[src/rtl/char_buffer_reader_pkg.sv]
// Shared definitions for the decryption char buffer: geometry, RAM placement,
// reader FSM states and the length clamp applied to requested drains.
package char_buffer_reader_pkg;

  localparam int unsigned CHAR_BUF_BASE   = 1500;
  localparam int unsigned CHAR_BUF_ROWS   = 12;
  localparam int unsigned CHAR_BUF_COLS   = 9;
  localparam int unsigned CHAR_BUF_LEN    = CHAR_BUF_ROWS * CHAR_BUF_COLS;
  localparam int unsigned CHAR_BUF_ADDR_W = 12;
  localparam int unsigned CHAR_IDX_W      = 7;

  typedef enum logic [2:0] {
    ST_IDLE,
    ST_REQ,
    ST_WAIT,
    ST_SEND,
    ST_DONE
  } state_e;

  // Oversized requests silently drain the whole buffer.
  function automatic logic [CHAR_IDX_W-1:0] clamp_len(input logic [CHAR_IDX_W-1:0] cnt,
                                                      input logic [CHAR_IDX_W-1:0] max_len);
    return (cnt > max_len) ? max_len : cnt;
  endfunction

endpackage

[src/rtl/char_buffer_reader_if.sv]
// RAM read-port request/grant bus and the char stream towards the sink.
interface char_buffer_reader_if
  import char_buffer_reader_pkg::*;
#(
  parameter int unsigned ADDR_W = CHAR_BUF_ADDR_W
);

  logic              mem_req;
  logic              mem_gnt;
  logic [ADDR_W-1:0] mem_addr;
  logic [31:0]       mem_q;
  logic [7:0]        char_data;
  logic              char_valid;
  logic              char_ready;
  logic              char_last;

  modport master (
    output mem_req, mem_addr, char_data, char_valid, char_last,
    input  mem_gnt, mem_q, char_ready
  );

  modport slave (
    input  mem_req, mem_addr, char_data, char_valid, char_last,
    output mem_gnt, mem_q, char_ready
  );

endinterface

[src/rtl/char_buffer_reader.sv]
// Drains the char buffer from data RAM one word per char and streams the low
// byte of each word to a valid/ready sink. All outputs are registered.
module char_buffer_reader
  import char_buffer_reader_pkg::*;
#(
  parameter int unsigned BASE_ADDR = CHAR_BUF_BASE,
  parameter int unsigned BUF_LEN   = CHAR_BUF_LEN,
  parameter int unsigned ADDR_W    = CHAR_BUF_ADDR_W
) (
  input  logic                  clock,
  input  logic                  reset,
  input  logic                  start,
  input  logic                  abort,
  input  logic [CHAR_IDX_W-1:0] char_count,
  output logic                  busy,
  output logic                  done,
  char_buffer_reader_if.master  bus
);

  localparam logic [ADDR_W-1:0]     BASE    = ADDR_W'(BASE_ADDR);
  localparam logic [CHAR_IDX_W-1:0] MAX_LEN = CHAR_IDX_W'(BUF_LEN);

  state_e                state_q, state_d;
  logic [CHAR_IDX_W-1:0] len_q, len_d;
  logic [CHAR_IDX_W-1:0] idx_q, idx_d;
  logic                  busy_q, busy_d;
  logic                  done_q, done_d;
  logic                  mem_req_q, mem_req_d;
  logic [ADDR_W-1:0]     mem_addr_q, mem_addr_d;
  logic [7:0]            char_data_q, char_data_d;
  logic                  char_valid_q, char_valid_d;
  logic                  char_last_q, char_last_d;

  logic [CHAR_IDX_W-1:0] req_len;
  logic                  last_idx;
  logic                  mem_q_unused;

  assign req_len      = clamp_len(char_count, MAX_LEN);
  assign last_idx     = (idx_q == len_q - CHAR_IDX_W'(1));
  assign mem_q_unused = ^bus.mem_q[31:8];

  always_comb begin
    state_d      = state_q;
    len_d        = len_q;
    idx_d        = idx_q;
    done_d       = 1'b0;
    mem_req_d    = mem_req_q;
    mem_addr_d   = mem_addr_q;
    char_data_d  = char_data_q;
    char_valid_d = char_valid_q;
    char_last_d  = char_last_q;

    unique case (state_q)
      ST_IDLE: begin
        if (start) begin
          if (req_len == '0) begin
            state_d = ST_DONE;
          end else begin
            len_d      = req_len;
            idx_d      = '0;
            mem_req_d  = 1'b1;
            mem_addr_d = BASE;
            state_d    = ST_REQ;
          end
        end
      end
      ST_REQ: begin
        if (bus.mem_gnt) begin
          mem_req_d = 1'b0;
          state_d   = ST_WAIT;
        end
      end
      ST_WAIT: begin
        char_data_d  = bus.mem_q[7:0];
        char_valid_d = 1'b1;
        char_last_d  = last_idx;
        state_d      = ST_SEND;
      end
      ST_SEND: begin
        if (bus.char_ready) begin
          char_valid_d = 1'b0;
          char_last_d  = 1'b0;
          if (last_idx) begin
            state_d = ST_DONE;
          end else begin
            idx_d      = idx_q + CHAR_IDX_W'(1);
            mem_req_d  = 1'b1;
            mem_addr_d = BASE + ADDR_W'(idx_d);
            state_d    = ST_REQ;
          end
        end
      end
      ST_DONE: begin
        // done is registered off the DONE state, so it lands in the cycle after it
        done_d  = 1'b1;
        state_d = ST_IDLE;
      end
      default: state_d = ST_IDLE;
    endcase

    // Abort overrides everything, including a start in the same cycle.
    if (abort) begin
      state_d      = ST_IDLE;
      len_d        = '0;
      idx_d        = '0;
      done_d       = 1'b0;
      mem_req_d    = 1'b0;
      mem_addr_d   = BASE;
      char_data_d  = '0;
      char_valid_d = 1'b0;
      char_last_d  = 1'b0;
    end

    busy_d = (state_d != ST_IDLE);
  end

  always_ff @(posedge clock or negedge reset) begin
    if (!reset) begin
      state_q      <= ST_IDLE;
      len_q        <= '0;
      idx_q        <= '0;
      busy_q       <= 1'b0;
      done_q       <= 1'b0;
      mem_req_q    <= 1'b0;
      mem_addr_q   <= BASE;
      char_data_q  <= '0;
      char_valid_q <= 1'b0;
      char_last_q  <= 1'b0;
    end else begin
      state_q      <= state_d;
      len_q        <= len_d;
      idx_q        <= idx_d;
      busy_q       <= busy_d;
      done_q       <= done_d;
      mem_req_q    <= mem_req_d;
      mem_addr_q   <= mem_addr_d;
      char_data_q  <= char_data_d;
      char_valid_q <= char_valid_d;
      char_last_q  <= char_last_d;
    end
  end

  assign busy           = busy_q;
  assign done           = done_q;
  assign bus.mem_req    = mem_req_q;
  assign bus.mem_addr   = mem_addr_q;
  assign bus.char_data  = char_data_q;
  assign bus.char_valid = char_valid_q;
  assign bus.char_last  = char_last_q;

endmodule

[src/flat_wrapper.sv]
// flat-port wrapper written by rule: the top's interface ports become plain ports
module char_buffer_reader_flat import char_buffer_reader_pkg::*;
#(
  parameter int unsigned BASE_ADDR = CHAR_BUF_BASE,
  parameter int unsigned BUF_LEN   = CHAR_BUF_LEN,
  parameter int unsigned ADDR_W    = CHAR_BUF_ADDR_W
)
  (clock, reset, start, abort, char_count, busy, done, bus_mem_req, bus_mem_addr, bus_char_data, bus_char_valid, bus_char_last, bus_mem_gnt, bus_mem_q, bus_char_ready);
  char_buffer_reader_if #(.ADDR_W(ADDR_W)) bus_i ();
  input  logic clock;
  input  logic reset;
  input  logic start;
  input  logic abort;
  input  logic [CHAR_IDX_W-1:0] char_count;
  output logic busy;
  output logic done;
  output wire logic [$bits(bus_i.mem_req)-1:0] bus_mem_req;
  output wire logic [$bits(bus_i.mem_addr)-1:0] bus_mem_addr;
  output wire logic [$bits(bus_i.char_data)-1:0] bus_char_data;
  output wire logic [$bits(bus_i.char_valid)-1:0] bus_char_valid;
  output wire logic [$bits(bus_i.char_last)-1:0] bus_char_last;
  input wire logic [$bits(bus_i.mem_gnt)-1:0] bus_mem_gnt;
  input wire logic [$bits(bus_i.mem_q)-1:0] bus_mem_q;
  input wire logic [$bits(bus_i.char_ready)-1:0] bus_char_ready;
  assign bus_mem_req = bus_i.mem_req;
  assign bus_mem_addr = bus_i.mem_addr;
  assign bus_char_data = bus_i.char_data;
  assign bus_char_valid = bus_i.char_valid;
  assign bus_char_last = bus_i.char_last;
  assign bus_i.mem_gnt = bus_mem_gnt;
  assign bus_i.mem_q = bus_mem_q;
  assign bus_i.char_ready = bus_char_ready;
  char_buffer_reader #(.BASE_ADDR(BASE_ADDR), .BUF_LEN(BUF_LEN), .ADDR_W(ADDR_W)) u_core (.clock(clock), .reset(reset), .start(start), .abort(abort), .char_count(char_count), .busy(busy), .done(done), .bus(bus_i));
endmodule
[config.mk]
export PLATFORM = sky130hd
export DESIGN_NAME = char_buffer_reader_flat
export DESIGN_NICKNAME = d
export VERILOG_FILES = /design/src/rtl/char_buffer_reader_pkg.sv /design/src/rtl/char_buffer_reader_if.sv /design/src/rtl/char_buffer_reader.sv /design/src/flat_wrapper.sv
export SDC_FILE = /design/constraint.sdc
export NUM_CORES = 1
export LEC_CHECK = 0
export ABC_AREA = 1
export CORE_ASPECT_RATIO = 0.8
export CORE_MARGIN = 1.5
export CORE_UTILIZATION = 30
export DETAILED_ROUTE_END_ITERATION = 6
export GPL_ROUTABILITY_DRIVEN = 0
export PLACE_DENSITY_LB_ADDON = 0.12
export SYNTH_ARGS = -nofsm -noshare
export SYNTH_HDL_FRONTEND = slang
export SYNTH_SLANG_ARGS = --single-unit
[constraint.sdc]
create_clock -name clock -period 4.5 [get_ports clock]
set_input_delay 1.35 -clock clock [delete_from_list [all_inputs] [get_ports clock]]
set_output_delay 1.35 -clock clock [all_outputs]
set_load 0.1 [all_outputs]
Yosys cells after proc, flatten, opt, wreduce, memory -nomap -nowiden
Cells that the tools add are included.

Reduce and logical (&&, ||, !) cells: 13. Equal/unequal tests: 11. Magnitude comparators: 1. $add $sub $neg: 3. Mux-type cells: 40.

Operators with widths (number): $mux 7 (10); $mux 12 (5); $pmux 12 s2 (1); $mux 3 (6); $mux 8 (2); $ne 3x3->1 const B (5); $pmux 7 s2 (1); $add 11x7->12 const A (1); $pmux 3 s4 (1); $mux 1 (11); $reduce_bool 3->1 (3); $add 7x1->7 const B (1); $eq 7x7->1 (1); $gt 7x7->1 const B (1); $logic_not 7->1 (1); $sub 7x1->7 const B (1); $eq 3x2->1 const B (2); $reduce_and 6->1 (1); $reduce_bool 2->1 (3); $reduce_and 5->1 (1); $pmux 1 s2 (2); $reduce_bool 4->1 (1); $eq 3x1->1 const B (1); $eq 3x3->1 const B (1); other kinds (5) (5).

Register bits: 42. Logic and storage cells: 78. Input bits: 45. Output and inout bits: 25.

Longest topological paths before layout
Gate-level depths: netlist (run 1).

Depth in word-level cells: 8. Mapped depth: 15. Depth with buffers taken out: 15.

Worst setup path before layout (run 1)
OpenSTA, ideal clock, no wires.

Path type: input to register. Start point: input port char_count[4]. End point: register u_core.mem_addr_q[9], in the netlist u_core.bus.mem_addr[9]. Data arrival time: 2382 ps. Required time: 4432 ps. Buffers on the path: 1. Stages on the path: 10. Path slack: 2050 ps. Setup time: 68 ps. Cell sequence: inv_1 -> nand3_1 -> nor3_1 -> nand3_1 -> nor2_1 -> nand2_1 -> nand3_4 -> buf_6 -> nand2_1 -> nand2_1.

Word-level cells in the longest chain between the ends: 5.

Ends and longest elaborated chain: start: declaration (RTL line flat_wrapper.sv:14) `input logic [CHAR_IDX_W-1:0] char_count;`; $gt 7x7->1 (RTL line char_buffer_reader_pkg.sv:23) `return (cnt > max_len) ? max_len : cnt;`; $mux 7 * (RTL line char_buffer_reader_pkg.sv:23); $logic_not 7->1 * (RTL line char_buffer_reader.sv:56) `if (req_len == '0) begin`; $ne 3x3->1 (no line) *; $reduce_and 5->1 (no line) *; end signal: assignment (RTL line char_buffer_reader.sv:136) `mem_addr_q <= mem_addr_d;`; end: declaration (RTL line char_buffer_reader.sv:29) `logic [ADDR_W-1:0] mem_addr_q, mem_addr_d;`.

Every way passes the cells marked *; elsewhere a longest branch is shown, timed or not. A chain may end at the register's enable or synchronous reset.

Worst setup path in the final report (run 1)
Start point: register u_core.mem_addr_q[8], in the netlist u_core.bus.mem_addr[8]. End point: output port bus_mem_addr[8].

RTL lines: end: declaration (RTL line flat_wrapper.sv:18) `output wire logic [$bits(bus_i.mem_addr)-1:0] bus_mem_addr;`.

No word-level cell between the ends.

==> metrics.txt, run 1 <==
Die Ht 82.01 microns; number of CTS-inserted buffers 5; clock transition time at the flip-flop clock pins of the worst setup and hold paths 0.08 ns; number of search-and-repair iterations in the first detailed-routing pass 4; Hold Crit Class reg -> reg; family of cells with the greatest summed delay on the critical path buffers and inverters; cell row count 28; Die Area 0.008346 sq mm; final count of hold timing violations 0; maximum level of the CTS H-tree 2; DRC violation count after routing 0; number of cells in the design after placement 464; final non-filler cell area 0.002975 sq mm; Static Leak 0.001452 uW; number of DRC violations after detailed-routing iteration 0 86; post-cts sizing count 0; Total Routed Length 5137 microns; status finished, final reports clean; Synthesis Warnings 0; Post-Syn Area per Cell 7.225 sq um; sw frac 36.65%; Vias per Instance 4.299; filler cell count 804; detail-routed net length per standard cell 10.88 microns; internal power consumption 687.1 uW; x dimension of the die 101.8 microns; distinct cell type count of the synthesized netlist 31; buffers from clock root to sink, at most 2; Cells after Synth 324; final layout net count 414; standard cell area after detailed placement 0.002838 sq mm; fin crit share 73.34%; part of the power in combinational logic 32.4%; post-route worst setup slack 1.200 ns; RSZ-0062 raised after global routing no; crit-path cells clkdlybuf4s50_1; Initial Util 31.37%; TNS Setup 0 ns; number of hold buffers added after CTS 0; via count of the first global-routing pass 1871; Final setup viols 0; layout-stage area growth over the synthesis result 27.10%; Top Ports 70; IO Port Bufs 43; kind of capture point of the worst setup path output pin; sink count of the clock tree 38; total power per unit cell area 364.5 mW/mm^2; TritonCTS clock tree done; sequential share of the synthesized area 40.94%; sum of buffers and inverters on the critical path 1; detailed-route via count 2029; required arrival time at the worst endpoint 3.15 ns; maximum number of pins on one net before global-route repair 39; Placeable Area 0.007462 sq mm; post-CTS setup buffers 0; clock insertion delay at the later pin of the skew report 0.29 ns; fmax 303.0 MHz; number of max-cap violations 0; Synth Register Bits 38; path type of the worst setup path reg -> out; highest fanout seen on the critical path 2; worst IR drop on VDD 0.0001590 V; CP Data Arrival Time 1.95 ns; Switch Pwr 397.4 uW; ant diodes 0; Post-Place Setup Slack 0.9811 ns; cell with the biggest individual delay on the critical path sky130_fd_sc_hd__clkdlybuf4s50_1; estimated wirelength of the detail-placed design 4030 microns; post-synthesis instance area 0.002341 sq mm; global-route wire length before repair 8859 microns; Non-Filler Instances 472; share of the core filled with cells 39.87%; part of the power in the clock network 31.6%; buffer cell driving the clock tree root sky130_fd_sc_hd__clkbuf_8; Seq pwr share 36.0%; Synth Net Count 372; worst clock skew on the final layout 0.01063 ns; peak per-stage delay on the critical path 1.12 ns; worst rel slew slack 34.91%; transition time at the pin with the least slew margin 0.9734 ns; share of cells above drive strength 1 12.53%; crit path time final 3.300 ns; category of the worst setup path launch point register; global-route congestion overflow total 0; global-route total usage across every layer 13.46%; Post-DRT Antenna Nets 0; number of max-slew violations in the final report 0; initial antenna violation count 0
path summary, 6_finish.rpt:
check / startpoint / slack, ns / to / cells after the start
setup / recovery: u_core.bus.mem_addr[8] / 1.20 / bus_mem_addr[8] / 1
hold / removal: u_core.bus.mem_addr[8] / 0.47 / u_core.bus.mem_addr[8] / 2
hold reg to reg: u_core.bus.mem_addr[8] / 0.47 / u_core.bus.mem_addr[8] / 2
max in group asynchronous: reset / 2.79 / u_core.len_q[0] / 1
min in group asynchronous: reset / 1.17 / u_core.idx_q[4] / 1
setup reg to reg: u_core.len_q[0] / 2.45 / u_core.idx_q[3] / 11
cells by family after synthesis:
logic type,after synthesis,synth area share [%]
DFF,38,40.94
AOI/OAI and AO/OA,32,9.620
other,2,0.3208
buffers and inverters,56,10.26
adders and majority gates,3,1.604
xor gates and xnor gates,4,1.497
and+or+nand+nor,189,35.76
flip-flops by register name, summed over array words and instances (netlist names):
register	flops
u_core.done	1
u_core.bus.char_valid	1
u_core.len_q	7
u_core.state_q	3
u_core.busy	1
u_core.idx_q	7
u_core.bus.char_last	1
u_core.bus.mem_req	1
u_core.bus.char_data	8
u_core.bus.mem_addr	8
cells in the mapped netlist, drive strengths merged:
master | n | area [sq um]
nor3 | 2 | 10.01
or2 | 1 | 6.260
nand2 | 108 | 412.9
xnor2 | 2 | 17.52
a31oi | 1 | 21.27
dfstp | 6 | 157.7
buf | 8 | 60.06
o21ai | 22 | 151.4
nand4 | 5 | 31.28
nand3b | 1 | 7.510
inv | 47 | 176.4
conb | 2 | 7.510
o22ai | 4 | 25.02
nand3 | 37 | 207.7
nor2 | 35 | 161.4
clkinv | 1 | 3.750
a21oi | 4 | 20.02
dfrtp | 32 | 800.8
ha | 3 | 37.54
xor2 | 2 | 17.52
o31ai | 1 | 7.510
placed cells by master (no fill, tap or decap), drive strengths merged:
cell type	Yosys	routed
a21oi	4	4
a31oi	1	1
buf	8	1
bufinv	0	2
clkbuf	0	5
clkdlybuf4s50	0	42
clkinv	1	2
conb	2	2
dfrtp	32	32
dfstp	6	6
ha	3	3
inv	47	47
nand2	108	108
nand3	37	37
nand3b	1	1
nand4	5	5
nor2	35	35
nor3	2	2
o21ai	22	22
o22ai	4	4
o31ai	1	1
or2	1	1
xnor2	2	2
xor2	2	2
power groups by stage:
stage               sequential [uW]  clock [uW]  combinational, uW
global route                    394         378                382
CTS                             391         358                355
global placement                397           0                354
detailed placement              397           0                354
floorplan                       528           0                142
finish                          390         343                351
layer usage:
| metal | vias up | global-route usage [%] | wire (microns) |
|---|---|---|---|
| met1 | 900 | 19.84 | 2818 |
| met5 | - | 0 | 0 |
| met3 | 2 | 2.809 | 152 |
| met4 | 0 | 2.917 | 19 |
| li1 | 1100 | - | - |
| met2 | 27 | 20.13 | 2146 |
through the flow:
step	hold WS (ns)	total power, uW
2_1_floorplan	0.4999	670.3
3_3_place_gp	0.4616	750.3
3_5_place_dp	0.4647	751.0
4_1_cts	0.4798	1104
5_1_grt	0.5039	1153
6_report	0.4740	1085
worst min-delay path: cells and delay by family (launching register included):
family / cells / cell delay, ns
DFF: 1 / 0.38
and+or+nand+nor: 2 / 0.11
area by class of cell:
class,count,area [sq um],share of cell area [%]
Inverter,48,180.2,6.056
Timing Repair Buffer,43,425.4,14.30
Multi-Input combinational cell,230,1142,38.39
Tap cell,105,131.4,4.415
Clock inverter,3,68.82,2.313
Clock buffer,5,68.82,2.313
Sequential cell,38,958.4,32.21
No activity file was read; power rests on OpenSTA's default activity.
==> run 2, diff against run 1 <==
==> constraint.sdc (replaced) <==
create_clock -name clock -period 3.28 [get_ports clock]
set_input_delay 0.984 -clock clock [delete_from_list [all_inputs] [get_ports clock]]
set_output_delay 0.984 -clock clock [all_outputs]
set_load 0.1 [all_outputs]
==> metrics.txt, run 2 (synthesis results as in run 1) <==
final layout net count 417; total power per unit cell area 464.6 mW/mm^2; layout-stage area growth over the synthesis result 23.78%; TritonCTS clock tree done; Static Leak 0.001480 uW; family of cells with the greatest summed delay on the critical path simple AND/OR/NAND/NOR gates; clock insertion delay at the later pin of the skew report 0.28 ns; maximum number of pins on one net before global-route repair 39; number of max-slew violations in the final report 0; final count of hold timing violations 0; cell with the biggest individual delay on the critical path sky130_fd_sc_hd__clkdlybuf4s50_1; maximum level of the CTS H-tree 2; required arrival time at the worst endpoint 3.45 ns; global-route congestion overflow total 0; sum of buffers and inverters on the critical path 2; TNS Setup 0 ns; Top Ports 70; detail-routed net length per standard cell 10.85 microns; global-route wire length before repair 8852 microns; crit path time final 2.480 ns; clock transition time at the flip-flop clock pins of the worst setup and hold paths 0.08 ns; Die Area 0.008346 sq mm; IO Port Bufs 43; Total Routed Length 5155 microns; Die Ht 82.01 microns; filler cell count 812; share of the core filled with cells 38.83%; kind of capture point of the worst setup path register; Post-Place Setup Slack 0.4926 ns; fmax 403.1 MHz; via count of the first global-routing pass 1898; detailed-route via count 2038; Vias per Instance 4.291; DRC violation count after routing 0; x dimension of the die 101.8 microns; peak per-stage delay on the critical path 0.48 ns; most frequent cells in the layout sky130_fd_sc_hd__nand2_1, sky130_fd_sc_hd__inv_1, sky130_fd_sc_hd__nand3_1; path type of the worst setup path in -> reg; cell repeated most along the worst path sky130_fd_sc_hd__nand2_1; CP Data Arrival Time 2.65 ns; buffer cell driving the clock tree root sky130_fd_sc_hd__clkbuf_8; post-route worst setup slack 0.7995 ns; RSZ-0062 raised after global routing no; sink count of the clock tree 38; Sequential cell area 958.4 sq um; global-route total usage across every layer 13.46%; fin crit share 75.62%; area taken by multi-input logic gates 0.001142 sq mm; highest fanout seen on the critical path 27; initial antenna violation count 0; worst rel slew slack 44.09%; worst clock skew on the final layout 0.008477 ns; estimated wirelength of the detail-placed design 4044 microns; number of search-and-repair iterations in the first detailed-routing pass 4; share of cells above drive strength 1 19.46%; number of max-cap violations 0; Hold Crit Class reg -> reg; Post-DRT Antenna Nets 0; status finished, final reports clean; post-CTS setup buffers 0; Initial Util 31.37%; transition time at the pin with the least slew margin 0.8387 ns; post-cts sizing count 0; slack of the worst reg-to-reg path 1.26 ns; Placeable Area 0.007462 sq mm; ant diodes 0; cell row count 28; number of hold buffers added after CTS 0; worst IR drop on VDD 0.0001866 V; crit-path cells clkdlybuf4s50_1, inv_1, nand2_1, nand3_1, nand2_1, nand2_1, nand3_1, nor2_1, nand2_1, nand3_4, nand2_1, o21ai_2; number of DRC violations after detailed-routing iteration 0 62; number of CTS-inserted buffers 5; Final setup viols 0; category of the worst setup path launch point input pin; buffers from clock root to sink, at most 2; commonest non-fill, non-tap cell in the layout sky130_fd_sc_hd__nand2_1
-- run 2: cell types whose count changed in the layout (fill, tap and decap cells not counted), sizes merged --
cell	change
clkinvlp	+1
buf	+26
bufinv	-2
clkdlybuf4s50	-23
clkbuf	+1
-- run 2: tightest hold or removal path, stage by stage, from the launching register on --
cell and delay [ns]:
sky130_fd_sc_hd__dfstp_2 0.38, sky130_fd_sc_hd__nand2_1 0.06, sky130_fd_sc_hd__nand2_1 0.05
-- run 2: where the power goes --
group | total [uW] | internal [uW] | switching [uW]
clock | 335 | 169 | 166
sequential | 536 | 512 | 23.6
combinational | 476 | 120 | 356
-- run 2: per-stage QoR --
step	hold slack [ns]	instance area [sq um]	cells	power (uW)
after global placement	0.4625	2803	467	1024
final	0.4793	2898	475	1346
after CTS	0.4800	2898	475	1369
after global routing	0.5008	2898	475	1431
after floorplan	0.4999	2341	324	919.6
after detailed placement	0.4664	2803	467	1024
-- run 2: area by class of cell --
cell class              count  area share, %
multi-input cells         230          39.42
flip-flops and latches     38          33.07
repair buffers             46          13.47
inverters                  48          6.218
well taps                 105          4.534
clock buffers               6          2.850
clock inverters             2         0.4318
-- run 2: worst paths after layout --
kind,startpoint,end,cells past startpoint
worst max-delay path,char_count[1],u_core.idx_q[3],12
worst min register to register,u_core.bus.mem_addr[8],u_core.bus.mem_addr[8],2
worst max register to register,u_core.len_q[0],u_core.idx_q[3],13
max in group asynchronous,reset,u_core.len_q[6],1
min in group asynchronous,reset,u_core.idx_q[1],1
worst min-delay path,u_core.bus.mem_addr[8],u_core.bus.mem_addr[8],2
-- run 2: routing by layer --
layer,part of all wire (%),up-vias,routed length [microns],global-route usage (%)
li1,-,1102,-,-
met1,54,900,2801,19.73
met2,42,34,2147,20.47
met3,3.6,2,187,2.809
met4,0.37,0,19,2.500
met5,0,-,0,0
==> edit 1 (settings of run 1) <==
The 5 states of `state_e` get a one-hot encoding in 5 bits.
--- a/src/rtl/char_buffer_reader_pkg.sv
+++ b/src/rtl/char_buffer_reader_pkg.sv
@@ -9,12 +9,12 @@
   localparam int unsigned CHAR_BUF_ADDR_W = 12;
   localparam int unsigned CHAR_IDX_W      = 7;
 
-  typedef enum logic [2:0] {
-    ST_IDLE,
-    ST_REQ,
-    ST_WAIT,
-    ST_SEND,
-    ST_DONE
+  typedef enum logic [4:0] {
+    ST_IDLE = 5'b00001,
+    ST_REQ  = 5'b00010,
+    ST_WAIT = 5'b00100,
+    ST_SEND = 5'b01000,
+    ST_DONE = 5'b10000
   } state_e;
 
   // Oversized requests silently drain the whole buffer.
Behaviour: same outputs for any inputs over 10 cycles, from zero or initial values and one cycle with reset low; not proved beyond that.
==> edit 1 against run 1 <==
- total power fell by 20%
- register-to-register slack better by 0.03 ns
- wire length grew 13%
- maximum frequency down 2.4%
- worst setup slack got worse by 0.082 ns
- final area fell by 0.59%
- sequential cell count up 2
- synthesized area is 1.7% higher
- largest cell class unchanged
- highest routed layer unchanged
==> edit 1: results (changes against run 1) <==
grt:
  antenna_found_initial: 0  # unchanged
  grt_usage_pct: 14.9  # +1.5 points
  grt_pass1_wl_um: 9720  # +9.7%
  grt_pass1_vias: 2073  # +11%
  grt_max_degree: 41  # +5.1%
placed_design:
  dpl.hpwl_um: 4120  # +2.2%
  post-place-ws_ns: 1.13  # +0.151 ns
  place_area_mm2: 0.00287  # +1.2%
clock_network:
  postCtsSetupBuffers: 0  # unchanged
  cts_buffer_depth: 2  # unchanged
  clkTransAtPathRegs_ns: 0.08  # about the same
  cts_buffers: 5  # unchanged
  cts_resized: 0  # unchanged
  cts_root_buffer: "clkbuf_8"
  insertion_delay_ns: 0.30
setup_path:
  cp.arrival_ns: 2.03  # +0.08 ns
  reg2reg_from: "u_core.state_q[0]"
  start_kind: "flop"
  crit_path_start: "u_core.idx_q[0]"
  crit_family: "buffers and inverters"
  ff2ff_path_depth: 8  # -3
  path_max_fanout: 9  # +7
  critical_path.max_stage_delay_ns: 1.20  # +0.08 ns
min_path:
  min_path_cells: 2  # unchanged
  hp-class: "flop to flop"
  hp-start: "u_core.bus.mem_addr[3]"
outcome:
  outcome: "finished, final reports clean"
pwr:
  ir_drop_uv: 101  # -37%
  p_leak_nw: 1.44  # -1.2%
cells_and_area:
  diodes: 0  # unchanged
  fillers: 796  # -1.0%
  drive_above_1_share_pct: 7.80  # -4.7 points
  final_nets: 419  # +1.2%
routing:
  drtPass1Iterations: 4  # unchanged
  viasPerCell: 4.50  # +4.6%
  wirelength_um: 5790  # +13%
  drtIter0Drc: 84  # -2.3%
yosys:
  async_reset_ff_share_pct: 100  # unchanged
  synth_top_cells_by_count: "112 x nand2_1, 44 x inv_1, 33 x dfrtp_1"
  ys_seq_area_share_pct: 42.4  # +1.5 points
  synthTopCellsByArea: "dfrtp_1 35%, nand2_1 18%, dfstp_2 7.7%"
  synth_ff_type: "dfrtp_1"
  yosysUniqueCellTypes: 31  # unchanged
  ys_warn_count: 0  # unchanged
  syn_nets: 380  # +2.2%
timing:
  skew_ns: 0.0129  # +0.00223 ns
  worst_slew_pin_slew_ns: 0.987  # +0.0139 ns
==> edit 1: changes by cell type after synthesis, sizes merged, moves of 3 or more <==
| cell | before | now |
|---|---|---|
| nor4 | 0 | 4 |
| o21ai | 22 | 9 |
| nor2 | 35 | 30 |
| buf | 8 | 12 |
| nand4 | 5 | 18 |
| a21oi | 4 | 7 |
| nand2 | 108 | 114 |
| nand3 | 37 | 34 |
==> edit 1: layer usage <==
metal,GRT usage [%],vias up,wire [um]
li1,-,1129,-
met1,20.2,976,3030
met2,23.8,35,2390
met3,3.79,5,304
met4,3.70,0,53
met5,0,-,0
==> edit 1: cells by family (layout without fill, tap and decap cells) <==
logic type                 after synthesis  after routing  share of synthesized area, %
adders and majority gates                3              3                          1.58
AOI/OAI and AO/OA                       21             21                          4.68
buffers and inverters                   60            100                          10.8
and+or+nand+nor                        202            202                          38.8
other                                    2              2                         0.315
xor gates and xnor gates                 4              4                          1.47
DFF                                     40             40                          42.4
==> edit 1: layout make-up <==
cell class | count | share of cell area (%)
well taps | 105 | 4.44
clock buffers | 6 | 2.45
clock inverters | 2 | 0.423
multi-input cells | 232 | 37.7
repair buffers | 45 | 14.9
inverters | 47 | 5.96
flip-flops and latches | 40 | 34.1
==> edit 1: power breakdown <==
group	leakage, nW	switching (mW)	internal (mW)
sequential	0.527	0.0107	0.383
combinational	0.867	0.171	0.0662
clock	0.0412	0.133	0.109
total	1.44	0.314	0.558
==> edit 1: path summary, 6_finish.rpt <==
check,slack [ns],to
worst max register to register,2.48,u_core.idx_q[3]
worst max-delay path,1.12,bus_mem_addr[0]
worst min register to register,0.46,u_core.bus.mem_addr[3]
min in group asynchronous,1.18,u_core.bus.char_data[0]
max in group asynchronous,2.74,u_core.idx_q[3]
worst min-delay path,0.46,u_core.bus.mem_addr[3]
==> edit 1: metrics by stage <==
stage / util, % / instances
final: 39.3 / 477
after CTS: 39.3 / 477
after global placement: 38.1 / 469
after floorplan: - / 332
after detailed placement: 38.1 / 469
after global routing: 39.3 / 477
==> edit 2 (flow settings as in run 1) <==
Without the edit above. Set the package constant `CHAR_BUF_ADDR_W` to 13 (it was 12).
--- a/src/rtl/char_buffer_reader_pkg.sv
+++ b/src/rtl/char_buffer_reader_pkg.sv
@@ -6,7 +6,7 @@
   localparam int unsigned CHAR_BUF_ROWS   = 12;
   localparam int unsigned CHAR_BUF_COLS   = 9;
   localparam int unsigned CHAR_BUF_LEN    = CHAR_BUF_ROWS * CHAR_BUF_COLS;
-  localparam int unsigned CHAR_BUF_ADDR_W = 12;
+  localparam int unsigned CHAR_BUF_ADDR_W = 13;
   localparam int unsigned CHAR_IDX_W      = 7;
 
   typedef enum logic [2:0] {
Interface: changed (resized bus_mem_addr); port bits go from 70 to 71. No check against the original RTL was run, so the function may have changed too.
==> edit 2 against run 1 <==
- first-iteration DRC count up 4.7%
- final cell count increased by 0.21%
- final area increased by 0.13%
- non-clock buffer count did not move
- global-route usage about the same
- combinational power is 1% higher
- wire length down 0.19%
- sequential cell count is the same
- total power rose by 0.58%
- synthesized area grew 0.32%
- worst hold slack got worse by 0.0055 ns
- worst setup slack worse by 0.0046 ns
- via count grew 1.1%
- critical path type unchanged
- highest routed layer unchanged
==> edit 2: results (changes against run 1) <==
outcome:
  outcome: "finished, final reports clean"
grt:
  globalRouteMet1Util_pct: 20.3  # +0.42 points
  met3_usage_pct: 3.20  # +0.39 points
  use_met2_pct: 19.2  # -0.93 points
  grt_pass1_wl_um: 8780  # -0.86%
  grt_pass1_vias: 1838  # -1.8%
  grt_usage_pct: 13.5  # +0.035 points
cells_and_area:
  multi_input_area_mm2: 0.00115  # +0.33%
  drive_above_1_share_pct: 12.5  # -0.034 points
  num-nonclk-buffers: 43  # unchanged
  fillers: 832  # +3.5%
  area_growth_pct: 26.9
  clock_area_share_pct: 4.62  # -0.0058 points
  final_nets: 415  # +0.24%
  nonClkBufAreaFrac_pct: 14.3  # -0.018 points
  nMultiInputCombCells: 231  # +0.43%
pwr:
  pg_clk_mw: 0.347  # +1%
  p_leak_nw: 1.46  # +0.22%
  p_switching_mw: 0.404  # +1.6%
  combPwrFrac_pct: 32.5  # about the same
  ir_drop_uv: 156  # -2.0%
  p_clk_share_pct: 31.8  # +0.2 points
routing:
  vias: 2051  # +1.1%
  drtIter0Drc: 90  # +4.7%
  wirelength_um: 5130  # -0.19%
  met1_length_um: 2750  # -2.4%
  avgRoutedWirePerCell_um: 10.8  # -0.41%
  met2WireLength_um: 2130  # -0.70%
  top_layer: "met4"
timing:
  worst_slew_pin_slew_ns: 0.976  # +0.00260 ns
  skew_ns: 0.00807  # -0.00256 ns
setup_path:
  crit_path_start: "u_core.bus.mem_addr[6]"
placed_design:
  dp.cells: 465  # +0.22%
  post-place-ws_ns: 1.00  # +0.0232 ns
  place_area_mm2: 0.00284  # +0.13%
  dpl.hpwl_um: 4010  # -0.49%
yosys:
  syn_inst: 325  # +0.31%
  synthTopCellsByArea: "dfrtp_1 34%, nand2_1 17%, nand3_1 7.2%"
die:
  die_w_um: 102  # +0.15%
## edit 2: changes by cell type after synthesis, sizes merged
cell | run 1 | this run
buf | 8 | 9
## edit 2: final timing paths
| kind | endpoint | slack (ns) | cells past startpoint |
|---|---|---|---|
| worst max register to register | u_core.bus.mem_addr[4] | 2.45 | 13 |
| max in group asynchronous | u_core.len_q[0] | 2.81 | 1 |
| min in group asynchronous | u_core.idx_q[4] | 1.15 | 1 |
| worst min-delay path | u_core.bus.mem_addr[8] | 0.47 | 2 |
| worst min register to register | u_core.bus.mem_addr[8] | 0.47 | 2 |
| worst max-delay path | bus_mem_addr[6] | 1.20 | 1 |
## edit 2: kinds of logic (layout without fill, tap and decap cells)
logic type	after synthesis	count (layout)	share of synthesized area, %
AO/OA/AOI/OAI	32	32	9.59
buffers and inverters	57	99	10.5
XOR/XNOR	4	4	1.49
other	2	3	0.320
AND/OR/NAND/NOR	189	189	35.6
adder cells (fa/ha/maj)	3	3	1.60
flip-flops	38	38	40.8
